==> src/rtl/if_stage_ctrl_if.sv <==
// Bundles the fetch stage's hazard-unit, instruction-memory and IF/ID signals.
// The master modport is the fetch controller; slave is the surrounding pipeline and imem.
// Purely structural: no logic, no latency.
interface if_stage_ctrl_if #(
    parameter int ADDR_W  = 32,
    parameter int INSTR_W = 32
);
    // Hazard unit / branch resolution
    logic               holdPC;
    logic               holdIF_ID;
    logic               flush;
    logic [ADDR_W-1:0]  branch_target;

    // Instruction memory handshake
    logic               imem_req;
    logic [ADDR_W-1:0]  imem_addr;
    logic               imem_ready;
    logic [INSTR_W-1:0] imem_rdata;

    // IF/ID pipeline register
    logic [INSTR_W-1:0] IF_ID_Instr;
    logic [ADDR_W-1:0]  IF_ID_PC4;
    logic               IF_ID_valid;

    modport master (
        input  holdPC, holdIF_ID, flush, branch_target, imem_ready, imem_rdata,
        output imem_req, imem_addr, IF_ID_Instr, IF_ID_PC4, IF_ID_valid
    );

    modport slave (
        output holdPC, holdIF_ID, flush, branch_target, imem_ready, imem_rdata,
        input  imem_req, imem_addr, IF_ID_Instr, IF_ID_PC4, IF_ID_valid
    );
endinterface

==> src/rtl/if_stage_ctrl.sv <==
// Fetch controller: owns PC and IF/ID, issues imem requests, obeys hazard stalls, flushes on redirect.
// Latency: instruction lands in IF/ID one edge after its imem_ready cycle; one instruction/cycle sustained.
// Backpressure: holdIF_ID parks a returned word in a one-entry skid buffer (HOLD, no request) until released.
// Optional: define STALL_CNT_EN to add the saturating 16-bit stall_cnt output.
module if_stage_ctrl #(
    parameter int                   ADDR_W    = 32,
    parameter int                   INSTR_W   = 32,
    parameter logic [ADDR_W-1:0]    RESET_PC  = '0,
    parameter logic [INSTR_W-1:0]   NOP_INSTR = '0
) (
    input  logic                    clk,
    input  logic                    rst_n,
    if_stage_ctrl_if.master         bus
`ifdef STALL_CNT_EN
    ,
    output logic [15:0]             stall_cnt
`endif
);

    typedef enum logic [1:0] {
        BOOT = 2'd0,
        REQ  = 2'd1,
        HOLD = 2'd2
    } state_t;

    state_t             state_q, state_d;
    logic [ADDR_W-1:0]  pc_q, pc_d, pc_inc;
    logic [INSTR_W-1:0] ifid_instr_q, ifid_instr_d;
    logic [ADDR_W-1:0]  ifid_pc4_q, ifid_pc4_d;
    logic               ifid_vld_q, ifid_vld_d;
    logic [INSTR_W-1:0] skid_instr_q, skid_instr_d;
    logic [ADDR_W-1:0]  skid_pc4_q, skid_pc4_d;
    logic               skid_vld_q, skid_vld_d;

    // Natural wrap at 2^ADDR_W is intended.
    assign pc_inc = pc_q + ADDR_W'(4);

    assign bus.imem_req    = (state_q == REQ);
    assign bus.imem_addr   = pc_q;
    assign bus.IF_ID_Instr = ifid_instr_q;
    assign bus.IF_ID_PC4   = ifid_pc4_q;
    assign bus.IF_ID_valid = ifid_vld_q;

    // State, PC, IF/ID and skid registers; everything returns to reset values immediately on rst_n.
    always_ff @(posedge clk or negedge rst_n) begin
        if (!rst_n) begin
            state_q      <= BOOT;
            pc_q         <= RESET_PC;
            ifid_instr_q <= NOP_INSTR;
            ifid_pc4_q   <= '0;
            ifid_vld_q   <= 1'b0;
            skid_instr_q <= NOP_INSTR;
            skid_pc4_q   <= '0;
            skid_vld_q   <= 1'b0;
        end else begin
            state_q      <= state_d;
            pc_q         <= pc_d;
            ifid_instr_q <= ifid_instr_d;
            ifid_pc4_q   <= ifid_pc4_d;
            ifid_vld_q   <= ifid_vld_d;
            skid_instr_q <= skid_instr_d;
            skid_pc4_q   <= skid_pc4_d;
            skid_vld_q   <= skid_vld_d;
        end
    end

    // Next-state and datapath: flush beats hold beats normal fetch in every state.
    always_comb begin
        state_d      = state_q;
        pc_d         = pc_q;
        ifid_instr_d = ifid_instr_q;
        ifid_pc4_d   = ifid_pc4_q;
        ifid_vld_d   = ifid_vld_q;
        skid_instr_d = skid_instr_q;
        skid_pc4_d   = skid_pc4_q;
        skid_vld_d   = skid_vld_q;

        case (state_q)
            BOOT: begin
                state_d = REQ;
            end

            REQ: begin
                if (bus.flush) begin
                    // Redirect: whatever imem returned this cycle belongs to the wrong path.
                    pc_d         = bus.branch_target;
                    ifid_instr_d = NOP_INSTR;
                    ifid_pc4_d   = '0;
                    ifid_vld_d   = 1'b0;
                end else if (bus.imem_ready) begin
                    if (bus.holdIF_ID) begin
                        // Decode is stalled but the word is already here: park it.
                        skid_instr_d = bus.imem_rdata;
                        skid_pc4_d   = pc_inc;
                        skid_vld_d   = 1'b1;
                        state_d      = HOLD;
                    end else begin
                        ifid_instr_d = bus.imem_rdata;
                        ifid_pc4_d   = pc_inc;
                        ifid_vld_d   = 1'b1;
                        if (!bus.holdPC) begin
                            pc_d = pc_inc;
                        end
                    end
                end else if (!bus.holdIF_ID) begin
                    // Memory is slow and decode wants something: hand it a bubble.
                    ifid_instr_d = NOP_INSTR;
                    ifid_pc4_d   = '0;
                    ifid_vld_d   = 1'b0;
                end
            end

            HOLD: begin
                if (bus.flush) begin
                    skid_vld_d   = 1'b0;
                    pc_d         = bus.branch_target;
                    ifid_instr_d = NOP_INSTR;
                    ifid_pc4_d   = '0;
                    ifid_vld_d   = 1'b0;
                    state_d      = REQ;
                end else if (!bus.holdIF_ID) begin
                    ifid_instr_d = skid_instr_q;
                    ifid_pc4_d   = skid_pc4_q;
                    ifid_vld_d   = skid_vld_q;
                    skid_vld_d   = 1'b0;
                    if (!bus.holdPC) begin
                        pc_d = pc_inc;
                    end
                    state_d = REQ;
                end
            end

            default: begin
                state_d = BOOT;
            end
        endcase
    end

`ifdef STALL_CNT_EN
    logic req_bubble;

    assign req_bubble = (state_q == REQ) && !bus.flush && !bus.imem_ready && !bus.holdIF_ID;

    // Saturating count of decode-stall and bubble cycles; redirect cycles are not stalls.
    always_ff @(posedge clk or negedge rst_n) begin
        if (!rst_n) begin
            stall_cnt <= 16'h0000;
        end else if (!bus.flush && (bus.holdIF_ID || req_bubble) && (stall_cnt != 16'hFFFF)) begin
            stall_cnt <= stall_cnt + 16'h0001;
        end
    end
`endif

endmodule

==> src/flat_wrapper.sv <==
// flat-port wrapper written by rule: the top's interface ports become plain ports
module if_stage_ctrl_flat 
#(
    parameter int                   ADDR_W    = 32,
    parameter int                   INSTR_W   = 32,
    parameter logic [ADDR_W-1:0]    RESET_PC  = '0,
    parameter logic [INSTR_W-1:0]   NOP_INSTR = '0
)
  (clk, rst_n, bus_holdPC, bus_holdIF_ID, bus_flush, bus_branch_target, bus_imem_ready, bus_imem_rdata, bus_imem_req, bus_imem_addr, bus_IF_ID_Instr, bus_IF_ID_PC4, bus_IF_ID_valid);
  if_stage_ctrl_if #(.ADDR_W(ADDR_W), .INSTR_W(INSTR_W)) bus_i ();
  input  logic clk;
  input  logic rst_n;
  input wire logic [$bits(bus_i.holdPC)-1:0] bus_holdPC;
  input wire logic [$bits(bus_i.holdIF_ID)-1:0] bus_holdIF_ID;
  input wire logic [$bits(bus_i.flush)-1:0] bus_flush;
  input wire logic [$bits(bus_i.branch_target)-1:0] bus_branch_target;
  input wire logic [$bits(bus_i.imem_ready)-1:0] bus_imem_ready;
  input wire logic [$bits(bus_i.imem_rdata)-1:0] bus_imem_rdata;
  output wire logic [$bits(bus_i.imem_req)-1:0] bus_imem_req;
  output wire logic [$bits(bus_i.imem_addr)-1:0] bus_imem_addr;
  output wire logic [$bits(bus_i.IF_ID_Instr)-1:0] bus_IF_ID_Instr;
  output wire logic [$bits(bus_i.IF_ID_PC4)-1:0] bus_IF_ID_PC4;
  output wire logic [$bits(bus_i.IF_ID_valid)-1:0] bus_IF_ID_valid;
  assign bus_i.holdPC = bus_holdPC;
  assign bus_i.holdIF_ID = bus_holdIF_ID;
  assign bus_i.flush = bus_flush;
  assign bus_i.branch_target = bus_branch_target;
  assign bus_i.imem_ready = bus_imem_ready;
  assign bus_i.imem_rdata = bus_imem_rdata;
  assign bus_imem_req = bus_i.imem_req;
  assign bus_imem_addr = bus_i.imem_addr;
  assign bus_IF_ID_Instr = bus_i.IF_ID_Instr;
  assign bus_IF_ID_PC4 = bus_i.IF_ID_PC4;
  assign bus_IF_ID_valid = bus_i.IF_ID_valid;
  if_stage_ctrl #(.ADDR_W(ADDR_W), .INSTR_W(INSTR_W), .RESET_PC(RESET_PC), .NOP_INSTR(NOP_INSTR)) u_core (.clk(clk), .rst_n(rst_n), .bus(bus_i));
endmodule
==> config.mk <==
export PLATFORM = sky130hd
export DESIGN_NAME = if_stage_ctrl_flat
export DESIGN_NICKNAME = d
export VERILOG_FILES = /design/src/rtl/if_stage_ctrl_if.sv /design/src/rtl/if_stage_ctrl.sv /design/src/flat_wrapper.sv
export SDC_FILE = /design/constraint.sdc
export NUM_CORES = 1
export LEC_CHECK = 0
export CORE_ASPECT_RATIO = 0.75
export CORE_MARGIN = 3
export CORE_UTILIZATION = 40
export CTS_BUF_LIST = sky130_fd_sc_hd__clkbuf_8 sky130_fd_sc_hd__clkbuf_16
export CTS_CLUSTER_DIAMETER = 80
export DETAILED_ROUTE_END_ITERATION = 8
export PLACE_DENSITY = 0.65
export SLEW_MARGIN = 20
export SYNTH_ARGS = -nofsm -noshare
export SYNTH_HDL_FRONTEND = slang
export SYNTH_SLANG_ARGS = --single-unit
==> constraint.sdc <==
create_clock -name clk -period 2.4 [get_ports clk]
set_clock_uncertainty 0.05 [all_clocks]
set_input_delay 0.36 -clock clk [delete_from_list [all_inputs] [get_ports clk]]
set_output_delay 0.36 -clock clk [all_outputs]
set_load 0.02 [all_outputs]
=== Yosys cells after proc, flatten, opt, wreduce, memory -nomap -nowiden ===
Cells that the tools add are included.

* Register bits after elaboration: 164
* Latch bits: 0
* Bits in writable memories: 0
* Bits in read-only memories: 0
* Input bits: 70
* Logic and storage cells: 62
* Memories kept: 0

* $add $sub $neg: 1
* Multipliers: 0
* Divide/modulo/power cells: 0
* Magnitude comparators: 0
* Eq/ne operators: 8
* Shift-type cells: 0
* Muxes and demuxes: 37
* Bitwise logic cells: 1
* Reductions and logical operators: 7

{| class="wikitable"
|+ Operator list
! kind !! number
|-
| 32-bit two-way mux || 16
|-
| 32-bit one-hot mux with 2 select lines || 3
|-
| 32-bit by 3-bit adder with 32-bit output, second input constant || 1
|-
| 1-bit two-way mux || 10
|-
| 2-bit two-way mux || 5
|-
| 3-bit inequality test, second input constant || 3
|-
| 4-bit AND reduction || 2
|-
| 2-bit inequality test, second input constant || 3
|-
| 2-bit one-hot mux with 3 select lines || 1
|-
| 5-bit AND reduction || 1
|-
| 1-bit one-hot mux with 2 select lines || 2
|-
| 3-bit AND reduction || 1
|-
| 2-bit by 1-bit == test with 1-bit output, second input constant || 1
|-
| 2-bit == test, second input constant || 1
|-
| 2-bit logical NOT || 1
|-
| 2-bit AND reduction || 1
|-
| 2-bit nonzero test || 1
|-
| 1-bit NOT || 1
|}

=== Logic depth before layout (Yosys ltp) ===
* Word-level depth: 6
* Gate-level depth with buffers: 9

=== Least setup slack after synthesis ===
No wires, ideal clock.

* Kind: reg-to-reg
* Start point: reg u_core.pc_q[2] (netlist: u_core.bus.imem_addr[2])
* End point: reg u_core.pc_q[18] (netlist: u_core.bus.imem_addr[18])
* Arrival: 2.069 ns
* Setup slack: 0.156 ns
* Cell stages (with the launch flop): 8
* Path buffers: 1
* Period minus slack after synthesis: 2.244 ns
* Path through: dfrtp_1 > ha_1 > clkbuf_1 > nand2_1 > nor4_1 > and2b_1 > mux2i_1 > nand3_1

* Cells in the longest elaborated chain, start to end: 6
* Elaborated cells between the ends (all ways): 7
* Those cells by class: 1 x add/sub; 6 x mux

{| class="wikitable"
|+ RTL lines
! item !! RTL line !! RTL
|-
| start: declaration || if_stage_ctrl.sv:27 || <nowiki>logic [ADDR_W-1:0] pc_q, pc_d, pc_inc;</nowiki>
|-
| start signal: assignment || if_stage_ctrl.sv:57 || <nowiki>pc_q <= pc_d;</nowiki>
|-
| 32-bit by 3-bit adder with 32-bit output (*) || if_stage_ctrl.sv:36 || <nowiki>assign pc_inc = pc_q + ADDR_W'(4);</nowiki>
|-
| 32-bit two-way mux (*) || if_stage_ctrl.sv:101, if_stage_ctrl.sv:126 ||
|-
| 32-bit two-way mux (*) || if_stage_ctrl.sv:121 || <nowiki>end else if (!bus.holdIF_ID) begin</nowiki>
|-
| 32-bit two-way mux || if_stage_ctrl.sv:90 || <nowiki>end else if (bus.imem_ready) begin</nowiki>
|-
| 32-bit two-way mux || if_stage_ctrl.sv:84 || <nowiki>if (bus.flush) begin</nowiki>
|-
| 32-bit one-hot mux with 2 select lines (*) || if_stage_ctrl.sv:78 || <nowiki>case (state_q)</nowiki>
|}

Every way passes the cells marked *; elsewhere a longest branch is shown, timed or not. The select of a mux whose other input is x is not followed.
A chain may end at the register's enable or synchronous reset.

=== Final worst setup path ===
* Start point: reg u_core.pc_q[7] (netlist: u_core.bus.imem_addr[7])
* End point: reg u_core.ifid_pc4_q[11] (netlist: u_core.bus.IF_ID_PC4[11])

* Cells in the longest elaborated chain, start to end: 5

{| class="wikitable"
|+ RTL lines
! item !! RTL line !! RTL
|-
| 32-bit by 3-bit adder with 32-bit output || if_stage_ctrl.sv:36 ||
|-
| 32-bit two-way mux || if_stage_ctrl.sv:91 || <nowiki>if (bus.holdIF_ID) begin</nowiki>
|-
| 32-bit two-way mux || if_stage_ctrl.sv:90 ||
|-
| 32-bit two-way mux || if_stage_ctrl.sv:84 ||
|-
| 32-bit one-hot mux with 2 select lines || if_stage_ctrl.sv:78 ||
|-
| end signal: assignment || if_stage_ctrl.sv:59 || <nowiki>ifid_pc4_q <= ifid_pc4_d;</nowiki>
|-
| end: declaration || if_stage_ctrl.sv:29 || <nowiki>logic [ADDR_W-1:0] ifid_pc4_q, ifid_pc4_d;</nowiki>
|}

No other way between the ends. The select of a mux whose other input is x is not followed.

==> flow_summary.toml <==
[timing]
period_needed_ns = 2.288
tns_ns = 0
min_period_over_period = 0.9535
rsz0062_at_grt = "false"
slew-limit-headroom = 0.6319
setup_viol = 0
worst_pin_slew_ns = 0.5473
slew_violations = 0
hold_viol_final = 0
max_freq_ghz = 0.4370

[hold_path]
hold-path-cell-count = 3
hp-start = "bus_flush"
hold_end = "u_core.bus.imem_addr[0]$_DFFE_PN0P_"
hp-class = "in2reg"

[placement]
placedCellCount = 1233
globalplace.congestion = 0.8946
hpwl_um = 16770
port_buffers = 167

[global_route]
grt_pass1_wl_um = 37330
antenna_found_initial = 0
overflow = 0
gr-usage-met2 = 0.2992
grt.busiest_layer = "met1"
use_met1 = 0.3521
globalRouteMet3Util = 0.05344
grt_max_degree = 53
grt_pass1_vias = 6674
track_usage = 0.2188

[clock_tree]
post_cts_buffers = 0
htreeDepth = 4
clockBufferDepth = 2
clk_latency_ns = 0.43
cts_tree = "done"
clk_root_buffer_cell = "clkbuf_16"
cts_made_buffers = 17
clock_sinks = 164
cts.clk_slew.worst_paths_ns = 0.07

[power]
swShare = 0.3431
seqPwrFrac = 0.394
clkPwrFrac = 0.296
p_per_area_mw_per_mm2 = 898.2
p_int_uw = 6443
pwr-share-comb = 0.310
irDropWorstVdd_mv = 0.5108
switchingPower_uw = 3365
p_leak_uw = 0.004494

[critical_path]
cp_max_fo = 16
worstSetupStartpointType = "flip-flop"
r2r_end = "u_core.bus.IF_ID_PC4[11]$_DFFE_PN0P_"
r2r_slack_ns = 0.11
cp_cell_sequence = "nand4_4, buf_4, nor3_1, xnor2_1, o21ai_0, o21a_1"
rr_startpoint = "u_core.bus.imem_addr[7]$_DFFE_PN0P_"
crit_type = "reg2reg"
cp-startpoint = "u_core.bus.imem_addr[7]$_DFFE_PN0P_"
end_kind = "flip-flop"
cp_slowest_stage_delay_ns = 0.47
worst_ep_required_time_ns = 2.73
slowest_stage = "dfrtp_1"
worstRegToRegCells = 6
critPathArrivalTime_ns = 2.62

[routing]
ant_nets = 0
drc = 0
drt-wirelength-per-cell_um = 18.60
drtIter0Drc = 675
firstDrtPassIters = 5
vias = 7056
avgViaCountPerCell = 5.573
drt-total-wl_um = 23550

[yosys]
syn_nets = 892
ys_types = 53
synthFlopType = "dfrtp_1"
syn_area_mm2 = 0.008036
synth-seq-area-share = 0.5107
syn_avg_cell_area_um2 = 9.789
netlist_instances = 821
ys_ff_latch = 164
synth_edf_count = 0
yosysWarnings = 0
synthArstFlopShare = 1.000

[layout]
drive_above_1_share = 0.1649
final_cell_mix = "clkdlybuf4s50_1, dfrtp_1, nor2_1, o21ai_0, buf_4"
mostFrequentLayoutCell = "clkdlybuf4s50_1"
fin_cells = 1266
antennaDiodeCount = 0
synthToLayoutAreaGrowth_pct = 35.89
n_fill_cell = 1685
final_nets = 1071

[die]
coreArea_mm2 = 0.01954
ioPinCount = 168
start_util = 0.4112
die_w_um = 169.7
dieHeight_um = 128.8
rows = 44
die_area_mm2 = 0.02185

[outcome]
status = "finished clean"

[job]
drv_cap = 0
[critical path, delay by kind of cell (launching register included)]
kind / cells / cell delay, ns
simple gates: 2 / 0.68
buf+inv: 1 / 0.24
xor+xnor: 1 / 0.20
flops: 1 / 0.47
compound gates: 2 / 0.60
[sequential cells by signal (all words and copies together) (netlist names)]
register	cells
u_core.skid_pc4_q	32
u_core.skid_vld_q	1
u_core.bus.IF_ID_PC4	32
u_core.bus.imem_addr	32
u_core.skid_instr_q	32
u_core.bus.IF_ID_valid	1
u_core.state_q	2
u_core.bus.IF_ID_Instr	32
[power groups by stage]
stage               combinational, uW  sequential (uW)  clock [uW]
CTS                              3060             3860        2930
floorplan                        1230             4230           0
global route                     3300             3950        3070
finish                           3040             3870        2900
global placement                 3000             3890           0
detailed placement               3040             3910           0
[synth_stat cells, types with 5 or more instances]
cell,n,area [um2]
dfrtp_1,164,4104
nor2_1,138,518.0
o21ai_0,59,295.3
nand2_1,54,202.7
a21oi_1,50,250.2
mux2_2,46,518.0
a221oi_1,43,376.6
clkbuf_1,40,150.1
nand3_1,27,135.1
buf_2,19,95.09
nor4_1,18,112.6
nor3_1,14,70.07
xnor2_1,13,113.9
mux2i_1,9,90.09
nand4_1,9,56.30
xor2_1,9,78.83
and3_1,8,50.05
a22oi_1,7,52.55
a31oi_1,7,43.79
buf_1,6,22.52
o21a_1,6,45.04
o22ai_1,6,37.54
inv_1,5,18.77
nor2b_1,5,31.28
[worst max path at each step]
stage | to | slack [ns] | cells past startpoint
4_1_cts | bus_imem_req | 0.14 | 2
6_report | u_core.bus.IF_ID_PC4[11]$_DFFE_PN0P_ | 0.11 | 6
3_5_place_dp | u_core.skid_pc4_q[12]$_DFFE_PN0P_ | 0.20 | 6
5_1_grt | u_core.bus.IF_ID_PC4[20]$_DFFE_PN0P_ | 0.03 | 8
2_1_floorplan | u_core.bus.imem_addr[18]$_DFFE_PN0P_ | 0.16 | 7
3_3_place_gp | u_core.skid_pc4_q[16]$_DFFE_PN0P_ | 0.21 | 6
[kinds of logic (layout without fill, tap and decap cells)]
group / Yosys count / in the layout / synth area share
multiplexers: 55 / 55 / 0.07567
buffers and inverters: 77 / 269 / 0.04188
adder cells (fa/ha/maj): 1 / 1 / 0.001557
AO/OA/AOI/OAI: 200 / 200 / 0.1604
AND/OR/NAND/NOR: 302 / 302 / 0.1859
XOR/XNOR: 22 / 22 / 0.02398
flip-flops: 164 / 164 / 0.5107
[layer usage]
metal  vias to the layer above  wire, um
met2                       283      9606
met1                      3443     11790
met5                         -         0
met4                         0       152
li1                       3317         -
met3                        13      2000
[layout make-up]
class                      instances  area (um2)  share of cell area
tap                              253       316.6             0.02899
multi-input combinational        580        3616              0.3311
timing repair buffer             231        2238              0.2050
sequential                       164        4104              0.3758
clock inverter                    14       183.9             0.01684
clock buffer                      18       439.2             0.04022
inverter                           6       22.52            0.002062
[through the flow]
| stage | setup slack [ns] | instance area [um2] | utilization | hold slack (ns) | total power, uW |
|---|---|---|---|---|---|
| final | 0.1117 | 10920 | 0.5588 | 0.3863 | 9808 |
| after detailed placement | 0.2006 | 10290 | 0.5264 | 0.3099 | 6951 |
| after floorplan | 0.1556 | 8036 | - | 0.01441 | 5467 |
| after CTS | 0.1434 | 10920 | 0.5588 | 0.3733 | 9855 |
| after global routing | 0.03299 | 10920 | 0.5588 | 0.3885 | 10320 |
| after global placement | 0.2108 | 10290 | 0.5264 | 0.3091 | 6887 |
[what timing repair did]
action / in CTS / in global routing
hold buffers: 1 / 0
endpoints found under the hold margin: 48 / 0
resized for setup: 0 / 0
No activity file was read; power rests on OpenSTA's default activity.
